[config.mk]
export PLATFORM = sky130hd
export DESIGN_NAME = pc_btb_fetch_flat
export DESIGN_NICKNAME = d
export VERILOG_FILES = /design/src/rtl/pc_btb_fetch_if.sv /design/src/rtl/pc_btb_fetch.sv /design/src/flat_wrapper.sv
export SDC_FILE = /design/constraint.sdc
export NUM_CORES = 1
export LEC_CHECK = 0
export BUFFER_PORTS_ARGS = -buffer_cell sky130_fd_sc_hd__buf_2
export CAP_MARGIN = 20
export CELL_PAD_IN_SITES_DETAIL_PLACEMENT = 2
export CELL_PAD_IN_SITES_GLOBAL_PLACEMENT = 2
export CORE_ASPECT_RATIO = 0.9
export CORE_MARGIN = 4
export CORE_UTILIZATION = 42
export CTS_CLUSTER_DIAMETER = 50
export DETAILED_ROUTE_END_ITERATION = 6
export MAX_ROUTING_LAYER = met4
export PLACE_DENSITY = 0.82
export SLEW_MARGIN = 5
export SYNTH_ARGS = -nofsm -noshare
export SYNTH_HDL_FRONTEND = slang
export SYNTH_SLANG_ARGS = --single-unit
[constraint.sdc]
create_clock -name clk -period 9.5 [get_ports clk]
set_clock_uncertainty 0.05 [all_clocks]
set_input_delay 2.375 -clock clk [delete_from_list [all_inputs] [get_ports clk]]
set_output_delay 2.375 -clock clk [all_outputs]
set_load 0.02 [all_outputs]
[src/rtl/pc_btb_fetch_if.sv]
// Fetch-side bus of pc_btb_fetch: predicted fetch outputs toward IF/ID and the
// EX-stage BTB training channel.
interface pc_btb_fetch_if;
    logic        upd_en;
    logic [31:0] upd_pc_i;
    logic [31:0] upd_target_i;
    logic        upd_taken_i;
    logic        upd_hit_i;
    logic [2:0]  upd_hitpos_i;
    logic [31:0] PC_o;
    logic [31:0] prepc_o;
    logic        hit_o;
    logic [2:0]  hitpos_o;

    modport slave (
        input  upd_en, upd_pc_i, upd_target_i, upd_taken_i, upd_hit_i, upd_hitpos_i,
        output PC_o, prepc_o, hit_o, hitpos_o
    );

    modport master (
        output upd_en, upd_pc_i, upd_target_i, upd_taken_i, upd_hit_i, upd_hitpos_i,
        input  PC_o, prepc_o, hit_o, hitpos_o
    );
endinterface

[src/rtl/pc_btb_fetch.sv]
// Fetch PC generator with an 8-entry fully associative BTB and 2-bit counters.
// Lookup is combinational from the registered PC; training comes from EX.
module pc_btb_fetch #(
    parameter logic [31:0] RESET_PC   = 32'h0000_0000,
    parameter logic [31:0] INT_VECTOR = 32'h0000_0800,
    parameter logic [1:0]  CNT_ALLOC  = 2'b10
) (
    input  logic        clk,
    input  logic        rst,
    input  logic        interrupt,
    input  logic        eret,
    input  logic [31:0] epc_i,
    input  logic        jump_rst,
    input  logic [31:0] jump_pc_i,
    input  logic        stall,
    input  logic        halt,
    pc_btb_fetch_if.slave bus
);

    logic [7:0]       valid;
    logic [29:0]      tag    [8];
    logic [31:0]      target [8];
    logic [1:0]       cnt    [8];
    logic [2:0]       rr;
    logic [31:0]      pc;

    logic             hit;
    logic [2:0]       hitpos;
    logic [31:0]      prepc;
    logic [31:0]      pc_next;

    logic             upd_match;
    logic [2:0]       upd_idx;
    logic             upd_existing;
    logic [2:0]       upd_entry;
    logic             unused_ok;

    assign unused_ok = ^bus.upd_pc_i[1:0];

    always_comb begin
        hit    = 1'b0;
        hitpos = 3'd0;
        for (int i = 0; i < 8; i++) begin
            if (valid[i] && tag[i] == pc[31:2]) begin
                hit    = 1'b1;
                hitpos = 3'(i);
            end
        end
    end

    always_comb begin
        prepc = pc + 32'd4;
        if (hit && cnt[hitpos][1])
            prepc = target[hitpos];
    end

    // Catches a branch allocated after its own lookup (hit flag from the pipe is stale).
    always_comb begin
        upd_match = 1'b0;
        upd_idx   = 3'd0;
        for (int i = 0; i < 8; i++) begin
            if (valid[i] && tag[i] == bus.upd_pc_i[31:2]) begin
                upd_match = 1'b1;
                upd_idx   = 3'(i);
            end
        end
    end

    always_comb begin
        upd_existing = bus.upd_hit_i || upd_match;
        upd_entry    = bus.upd_hit_i ? bus.upd_hitpos_i : upd_idx;
    end

    always_comb begin
        pc_next = prepc;
        if (interrupt)
            pc_next = INT_VECTOR;
        else if (eret)
            pc_next = epc_i;
        else if (jump_rst)
            pc_next = jump_pc_i;
        else if (halt || stall)
            pc_next = pc;
    end

    always_ff @(posedge clk) begin
        if (!rst) begin
            pc    <= RESET_PC;
            rr    <= 3'd0;
            valid <= 8'd0;
            for (int i = 0; i < 8; i++) begin
                tag[i]    <= 30'd0;
                target[i] <= 32'd0;
                cnt[i]    <= 2'd0;
            end
        end else begin
            pc <= pc_next;
            if (bus.upd_en) begin
                if (upd_existing) begin
                    if (bus.upd_taken_i) begin
                        if (cnt[upd_entry] != 2'b11)
                            cnt[upd_entry] <= cnt[upd_entry] + 2'b01;
                        target[upd_entry] <= bus.upd_target_i;
                    end else if (cnt[upd_entry] != 2'b00) begin
                        cnt[upd_entry] <= cnt[upd_entry] - 2'b01;
                    end
                end else if (bus.upd_taken_i) begin
                    valid[rr]  <= 1'b1;
                    tag[rr]    <= bus.upd_pc_i[31:2];
                    target[rr] <= bus.upd_target_i;
                    cnt[rr]    <= CNT_ALLOC;
                    rr         <= rr + 3'd1;
                end
            end
        end
    end

    assign bus.PC_o     = pc;
    assign bus.prepc_o  = prepc;
    assign bus.hit_o    = hit;
    assign bus.hitpos_o = hitpos;

endmodule

[src/flat_wrapper.sv]
// flat-port wrapper written by rule: the top's interface ports become plain ports
module pc_btb_fetch_flat 
#(
    parameter logic [31:0] RESET_PC   = 32'h0000_0000,
    parameter logic [31:0] INT_VECTOR = 32'h0000_0800,
    parameter logic [1:0]  CNT_ALLOC  = 2'b10
)
  (clk, rst, interrupt, eret, epc_i, jump_rst, jump_pc_i, stall, halt, bus_upd_en, bus_upd_pc_i, bus_upd_target_i, bus_upd_taken_i, bus_upd_hit_i, bus_upd_hitpos_i, bus_PC_o, bus_prepc_o, bus_hit_o, bus_hitpos_o);
  pc_btb_fetch_if bus_i ();
  input  logic clk;
  input  logic rst;
  input  logic interrupt;
  input  logic eret;
  input  logic [31:0] epc_i;
  input  logic jump_rst;
  input  logic [31:0] jump_pc_i;
  input  logic stall;
  input  logic halt;
  input wire logic [$bits(bus_i.upd_en)-1:0] bus_upd_en;
  input wire logic [$bits(bus_i.upd_pc_i)-1:0] bus_upd_pc_i;
  input wire logic [$bits(bus_i.upd_target_i)-1:0] bus_upd_target_i;
  input wire logic [$bits(bus_i.upd_taken_i)-1:0] bus_upd_taken_i;
  input wire logic [$bits(bus_i.upd_hit_i)-1:0] bus_upd_hit_i;
  input wire logic [$bits(bus_i.upd_hitpos_i)-1:0] bus_upd_hitpos_i;
  output wire logic [$bits(bus_i.PC_o)-1:0] bus_PC_o;
  output wire logic [$bits(bus_i.prepc_o)-1:0] bus_prepc_o;
  output wire logic [$bits(bus_i.hit_o)-1:0] bus_hit_o;
  output wire logic [$bits(bus_i.hitpos_o)-1:0] bus_hitpos_o;
  assign bus_i.upd_en = bus_upd_en;
  assign bus_i.upd_pc_i = bus_upd_pc_i;
  assign bus_i.upd_target_i = bus_upd_target_i;
  assign bus_i.upd_taken_i = bus_upd_taken_i;
  assign bus_i.upd_hit_i = bus_upd_hit_i;
  assign bus_i.upd_hitpos_i = bus_upd_hitpos_i;
  assign bus_PC_o = bus_i.PC_o;
  assign bus_prepc_o = bus_i.prepc_o;
  assign bus_hit_o = bus_i.hit_o;
  assign bus_hitpos_o = bus_i.hitpos_o;
  pc_btb_fetch #(.RESET_PC(RESET_PC), .INT_VECTOR(INT_VECTOR), .CNT_ALLOC(CNT_ALLOC)) u_core (.clk(clk), .rst(rst), .interrupt(interrupt), .eret(eret), .epc_i(epc_i), .jump_rst(jump_rst), .jump_pc_i(jump_pc_i), .stall(stall), .halt(halt), .bus(bus_i));
endmodule
==> results of run 1 <==
[cells by family after synthesis]
kind of cell | count (synthesis) | share of synthesized area
AO/OA/AOI/OAI | 132 | 0.03815
XOR/XNOR | 511 | 0.1429
adder cells (fa/ha/maj) | 2 | 0.0007989
buffers and inverters | 222 | 0.03180
flip-flops | 555 | 0.5184
multiplexers | 276 | 0.08845
AND/OR/NAND/NOR | 951 | 0.1795
[sequential cells by signal, summed over array words and instances (netlist names)]
| register | flops |
|---|---|
| u_core.valid | 8 |
| u_core.tag | 240 |
| u_core.bus.PC_o | 32 |
| u_core.rr | 3 |
| u_core.target | 256 |
| u_core.cnt | 16 |
[final timing paths]
kind	startpoint	slack, ns	cells past startpoint	end
setup / recovery	u_core.bus.PC_o[30]$_SDFFE_PP0P_	0.74	12	bus_prepc_o[9]
hold / removal	u_core.valid[5]$_SDFFE_PN0N_	0.49	1	u_core.valid[5]$_SDFFE_PN0N_
hold reg to reg	u_core.valid[5]$_SDFFE_PN0N_	0.49	1	u_core.valid[5]$_SDFFE_PN0N_
setup reg to reg	u_core.bus.PC_o[13]$_SDFFE_PP0P_	3.53	13	u_core.bus.PC_o[31]$_SDFFE_PP0P_
[routing by layer]
layer	vias to the layer above	part of all wire	GRT usage
li1	9800	-	-
met1	12770	0.37	0.4356
met2	1677	0.46	0.5605
met3	505	0.10	0.09080
met4	0	0.065	0.2019
met5	-	0	-
[worst max-delay path: cells and delay by family (launching register included)]
family | cells | cell delay, ns
flip-flops | 1 | 1.17
XOR/XNOR | 1 | 0.29
multiplexers | 2 | 1.25
AND/OR/NAND/NOR | 4 | 1.41
buffers and inverters | 2 | 0.79
AO/OA/AOI/OAI | 3 | 0.72
[layout make-up]
class	instances	area share
well taps	960	0.03342
clock inverters	36	0.01045
inverters	15	0.001567
diodes	15	0.001045
multi-input cells	1872	0.3970
flip-flops and latches	555	0.4518
repair buffers	290	0.04624
clock buffers	102	0.05842
[per-stage QoR]
stage / std cells / hold slack, ns
floorplan: 2649 / 0.3984
global placement: 3690 / 0.4473
detailed placement: 3690 / 0.4721
CTS: 3828 / 0.4871
global route: 3844 / 0.4985
finish: 3845 / 0.4930
[Yosys cell counts (all sizes together), types with 4 or more instances]
master | count | area, um^2
a221oi | 32 | 455.4
nand4 | 146 | 913.4
inv | 15 | 56.30
a21oi | 10 | 53.80
nand2b | 7 | 43.79
nor2 | 92 | 345.3
mux2i | 273 | 2736
o211ai | 4 | 35.03
and3 | 70 | 437.9
nor3 | 16 | 80.08
and2 | 445 | 2784
or4 | 8 | 63.81
buf | 103 | 549.3
edfxtp | 512 | 15370
nand4b | 6 | 52.55
nand3 | 27 | 135.1
nor4 | 53 | 346.6
and2b | 6 | 45.04
xor2 | 104 | 910.9
clkbuf | 104 | 390.4
o21ai | 29 | 148.9
a22oi | 31 | 232.7
nor4b | 6 | 52.55
xnor2 | 407 | 3565
nand2 | 52 | 197.7
dfxtp | 43 | 860.8
a21o | 10 | 75.07
[placed cells by master (no fill, tap or decap), types with 5 or more instances in the layout]
master        n
edfxtp_1    512
mux2i_1     272
inv_6         9
and2_1      445
clkinv_1      5
nor3_1       12
nand2b_1      7
o21ai_4       8
inv_1        14
diode_2      15
xnor2_1     407
o21ai_1      11
nand4b_1      6
nor4_1       52
clkinv_2      5
and2b_1       6
clkbuf_8     10
o21ai_0       5
a21o_1       10
nand4_1     146
or4_1         7
nor4b_1       6
and3_1       70
clkinvlp_4    8
xor2_1      104
nand3_1      27
nand2_1      51
nor2_2        6
a21oi_1       9
clkbuf_16    76
clkbuf_1     16
a22oi_1      31
nor2_1       82
bufinv_16     5
o21ai_2       5
a221oi_2     28
buf_4        84
buf_2       206
dfxtp_1      42
[power by group]
| group | switching (mW) | internal (mW) |
|---|---|---|
| clock | 1.25 | 1.70 |
| combinational | 0.471 | 0.219 |
| sequential | 0.0959 | 2.76 |
| total | 1.82 | 4.68 |
==> results.json, run 1 <==
{
  "end_kind": "output port",
  "die_width_um": 295.8,
  "vias_per_cell": 6.437,
  "crit_required_ns": 7.08,
  "multi_input_area_um2": 14270,
  "post-cts-setup-buffers": 0,
  "drt_iter0_drc": 3105,
  "period_needed_ns": 8.756,
  "synth-seq-cells": 555,
  "maxSlewHeadroom": 0.1469,
  "status": "finished, final reports clean",
  "setup_tns_ns": 0,
  "setup_viol": 0,
  "yosysWarnings": 0,
  "gr-total-overflow": 0,
  "critPathKind": "register to output port",
  "async_reset_ff_frac": 0,
  "arrival_ns": 6.33,
  "start_util": 0.4261,
  "netlist_instances": 2649,
  "vias": 24750,
  "numCtsBuffers": 75,
  "final_nets": 2952,
  "rows": 94,
  "synth_edf_count": 512,
  "gp_congestion": 0.9541,
  "critPathSlowestCell": "dfxtp_1",
  "syn_area_per_cell_um2": 11.82,
  "grt_use_total": 0.3626,
  "fillers": 7200,
  "clk_pin_slew_ns": 0.06,
  "fmax_ghz": 0.1142,
  "synth_cell_types": 68,
  "antenna_found_initial": 17,
  "dieArea_um2": 79010,
  "post-route-util": 0.4889,
  "clock_sinks": 555,
  "cts_hold_buffers": 0,
  "final_area_um2": 35940,
  "drcViolationCount": 0,
  "irDropWorstVdd_mv": 0.1326,
  "grt_pass1_wl_um": 198600,
  "grt_max_degree": 61,
  "cts_resized": 0,
  "portBuffers": 206,
  "tightest_slew_ns": 1.278,
  "fin_ws_ns": 0.7443,
  "place_area_um2": 33410,
  "dr.pass1.iters": 6,
  "cp_slowest_stage_delay_ns": 1.17,
  "p_leak_nw": 14.23,
  "crit_chain": "xnor2_1, nand4_1, nor4_1, nand4_1, o311ai_4, mux2_1, nor2_1, a311oi_2, a31oi_4, buf_4, mux2i_1, buf_2",
  "dpl.hpwl_um": 85400,
  "clockBufferDepth": 3,
  "cts-root-buf": "clkbuf_16",
  "worstPathMaxFanout": 24,
  "hold_viol": 0,
  "cp-start-kind": "register",
  "crit_top_cell": "nand4_1",
  "drive_above_1_share": 0.1679,
  "hold_path.class": "register to register",
  "drv_slew": 0,
  "wl_per_cell_um": 37.03,
  "cts_tree": "yes",
  "syn_nets": 2792,
  "ys_seq_area_frac": 0.5184,
  "finalPower_mw": 6.494,
  "ioPinCount": 209,
  "core_area_um2": 73510,
  "netlist_area_um2": 31320,
  "regArea_um2": 16240,
  "syn2layout_area_growth_pct": 14.74,
  "wirelength_um": 142400,
  "ys.flop_type": "edfxtp_1",
  "fin_crit_sh": 0.9217,
  "postRouteAntennaNets": 0,
  "insertion_delay_ns": 0.65,
  "die_h_um": 267.1,
  "dpl_worst_slack_ns": 1.682,
  "rsz0062_at_grt": "no",
  "p_per_area_nw_per_um2": 180.7,
  "cts_htree_levels": 3,
  "maxCapViolCount": 0,
  "grt_pass1_vias": 26500
}
Power figures use the tool's default switching activity.
==> inputs of run 2 (changes only) <==
clock period = 9.6 ns   (was 9.5 ns; I/O delays follow)
==> run 2 against run 1 <==
Non-clock buffer count fell by 4. Largest cell class unchanged. Highest routed layer unchanged. Die area did not move. Largest power group unchanged. Cell count fell by 0.21%. Critical endpoint unchanged.
==> results.json, run 2 (synthesized netlist as in run 1, its figures left out) <==
{
  "tightest_slew_ns": 1.195,
  "setup_tns_ns": 0,
  "cp-start-kind": "register",
  "syn2layout_area_growth_pct": 14.81,
  "rows": 94,
  "drcViolationCount": 0,
  "fin_ws_ns": 0.7156,
  "dr.pass1.iters": 5,
  "crit_required_ns": 7.15,
  "multi_input_area_um2": 14270,
  "setup_viol": 0,
  "cts-root-buf": "clkbuf_16",
  "worstPathMaxFanout": 22,
  "final_nets": 2948,
  "r2r_slack_ns": 3.73,
  "post-route-util": 0.4892,
  "combPwrFrac": 0.106,
  "vias_per_cell": 6.554,
  "ioPinCount": 209,
  "start_util": 0.4261,
  "end_kind": "output port",
  "dpl_worst_slack_ns": 1.654,
  "cts_htree_levels": 3,
  "drt_iter0_drc": 3555,
  "rsz0062_at_grt": "no",
  "postRouteAntennaNets": 0,
  "final_cell_mix": "edfxtp_1, and2_1, xnor2_1",
  "wirelength_um": 148700,
  "grt_max_degree": 126,
  "largest_register": "u_core.target",
  "crit_chain": "buf_4, xnor2_1, nand4_1, nor4_1, nand4_1, o311ai_4, mux2_1, nor2_1, a311oi_2, a31oi_4, buf_12, mux2i_1, buf_2",
  "grt_use_total": 0.3769,
  "crit_top_cell": "nand4_1",
  "p_per_area_nw_per_um2": 180.4,
  "switching_share": 0.2850,
  "regArea_um2": 16240,
  "final_area_um2": 35960,
  "numCtsBuffers": 75,
  "antenna_found_initial": 14,
  "place_area_um2": 33400,
  "critPathKind": "register to output port",
  "grt_pass1_vias": 26890,
  "status": "finished, final reports clean",
  "fin_crit_sh": 0.9255,
  "drv_slew": 0,
  "cts_hold_buffers": 0,
  "die_h_um": 267.1,
  "insertion_delay_ns": 0.67,
  "cts_resized": 0,
  "gp_congestion": 1.018,
  "dieArea_um2": 79010,
  "critPathSlowestCell": "dfxtp_1",
  "core_area_um2": 73510,
  "clockBufferDepth": 3,
  "hold_viol": 0,
  "drive_above_1_share": 0.1678,
  "irDropWorstVdd_mv": 0.1450,
  "cts_tree": "yes",
  "finalPower_mw": 6.486,
  "clock_sinks": 555,
  "hold_path.class": "register to register",
  "fillers": 7097,
  "portBuffers": 206,
  "die_width_um": 295.8,
  "period_needed_ns": 8.884,
  "post-cts-setup-buffers": 0,
  "vias": 25150,
  "cp_slowest_stage_delay_ns": 1.11,
  "gr-total-overflow": 0,
  "largest_reg_flops": 256,
  "fmax_ghz": 0.1126,
  "clk_pin_slew_ns": 0.06,
  "cell_internal_pwr_mw": 4.638,
  "maxSlewHeadroom": 0.1919,
  "arrival_ns": 6.43,
  "dpl.hpwl_um": 87120,
  "final_common_cell": "edfxtp_1",
  "grt_pass1_wl_um": 207500,
  "switching_power_mw": 1.849,
  "wl_per_cell_um": 38.76,
  "maxCapViolCount": 0,
  "p_clk_frac": 0.456,
  "p_leak_nw": 14.25,
  "p_seq_frac": 0.437
}
run 2: changes by cell type in the layout (fill, tap and decap cells not counted), sizes merged, moves of 3 or more:
| cell | before | now |
|---|---|---|
| clkinv | 14 | 24 |
| clkbuf | 102 | 91 |
| clkinvlp | 8 | 5 |
| diode | 15 | 11 |
| buf | 290 | 286 |
run 2: power by group through the flow:
stage	clock, mW	sequential [mW]	combinational [mW]
finish	2.96	2.84	0.690
global route	3.07	2.84	0.705
CTS	2.95	2.83	0.665
detailed placement	0	2.87	0.628
global placement	0	2.86	0.591
floorplan	0	2.83	0.376
run 2: layer usage:
layer  wire [um]  vias to the layer above  global-route usage
met3       15840                      544             0.08458
met5           0                        -                   -
met1       55850                    12970              0.4664
met4        8524                        0              0.1896
met2       68510                     1847              0.5838
li1            -                     9789                   -
run 2: per-stage QoR:
step | instances | hold WS, ns
after floorplan | 2649 | 0.3984
after global placement | 3686 | 0.4391
after detailed placement | 3686 | 0.4546
after CTS | 3824 | 0.5006
after global routing | 3834 | 0.5163
final | 3837 | 0.5144
run 2: worst paths after layout:
kind | startpoint | end | depth (start not counted)
worst max register to register | u_core.bus.PC_o[3]$_SDFFE_PP0P_ | u_core.bus.PC_o[9]$_SDFFE_PP0P_ | 14
worst min register to register | u_core.valid[6]$_SDFFE_PN0N_ | u_core.valid[6]$_SDFFE_PN0N_ | 1
worst min-delay path | u_core.valid[6]$_SDFFE_PN0N_ | u_core.valid[6]$_SDFFE_PN0N_ | 1
worst max-delay path | u_core.bus.PC_o[3]$_SDFFE_PP0P_ | bus_prepc_o[9] | 13
run 2: final cells by class:
type,instances,area share
clock buffer,91,0.05529
antenna,11,0.0007655
timing repair buffer,286,0.04642
tap,960,0.03341
sequential,555,0.4516
clock inverter,47,0.01416
inverter,15,0.001566
multi-input combinational,1872,0.3968
run 2: critical path, delay by kind of cell, from the launching register on:
| kind | cells | cell delay [ns] |
|---|---|---|
| multiplexers | 2 | 1.01 |
| buffers and inverters | 3 | 0.95 |
| AO/OA/AOI/OAI | 3 | 1.21 |
| flip-flops | 1 | 1.11 |
| AND/OR/NAND/NOR | 4 | 1.25 |
| XOR/XNOR | 1 | 0.23 |
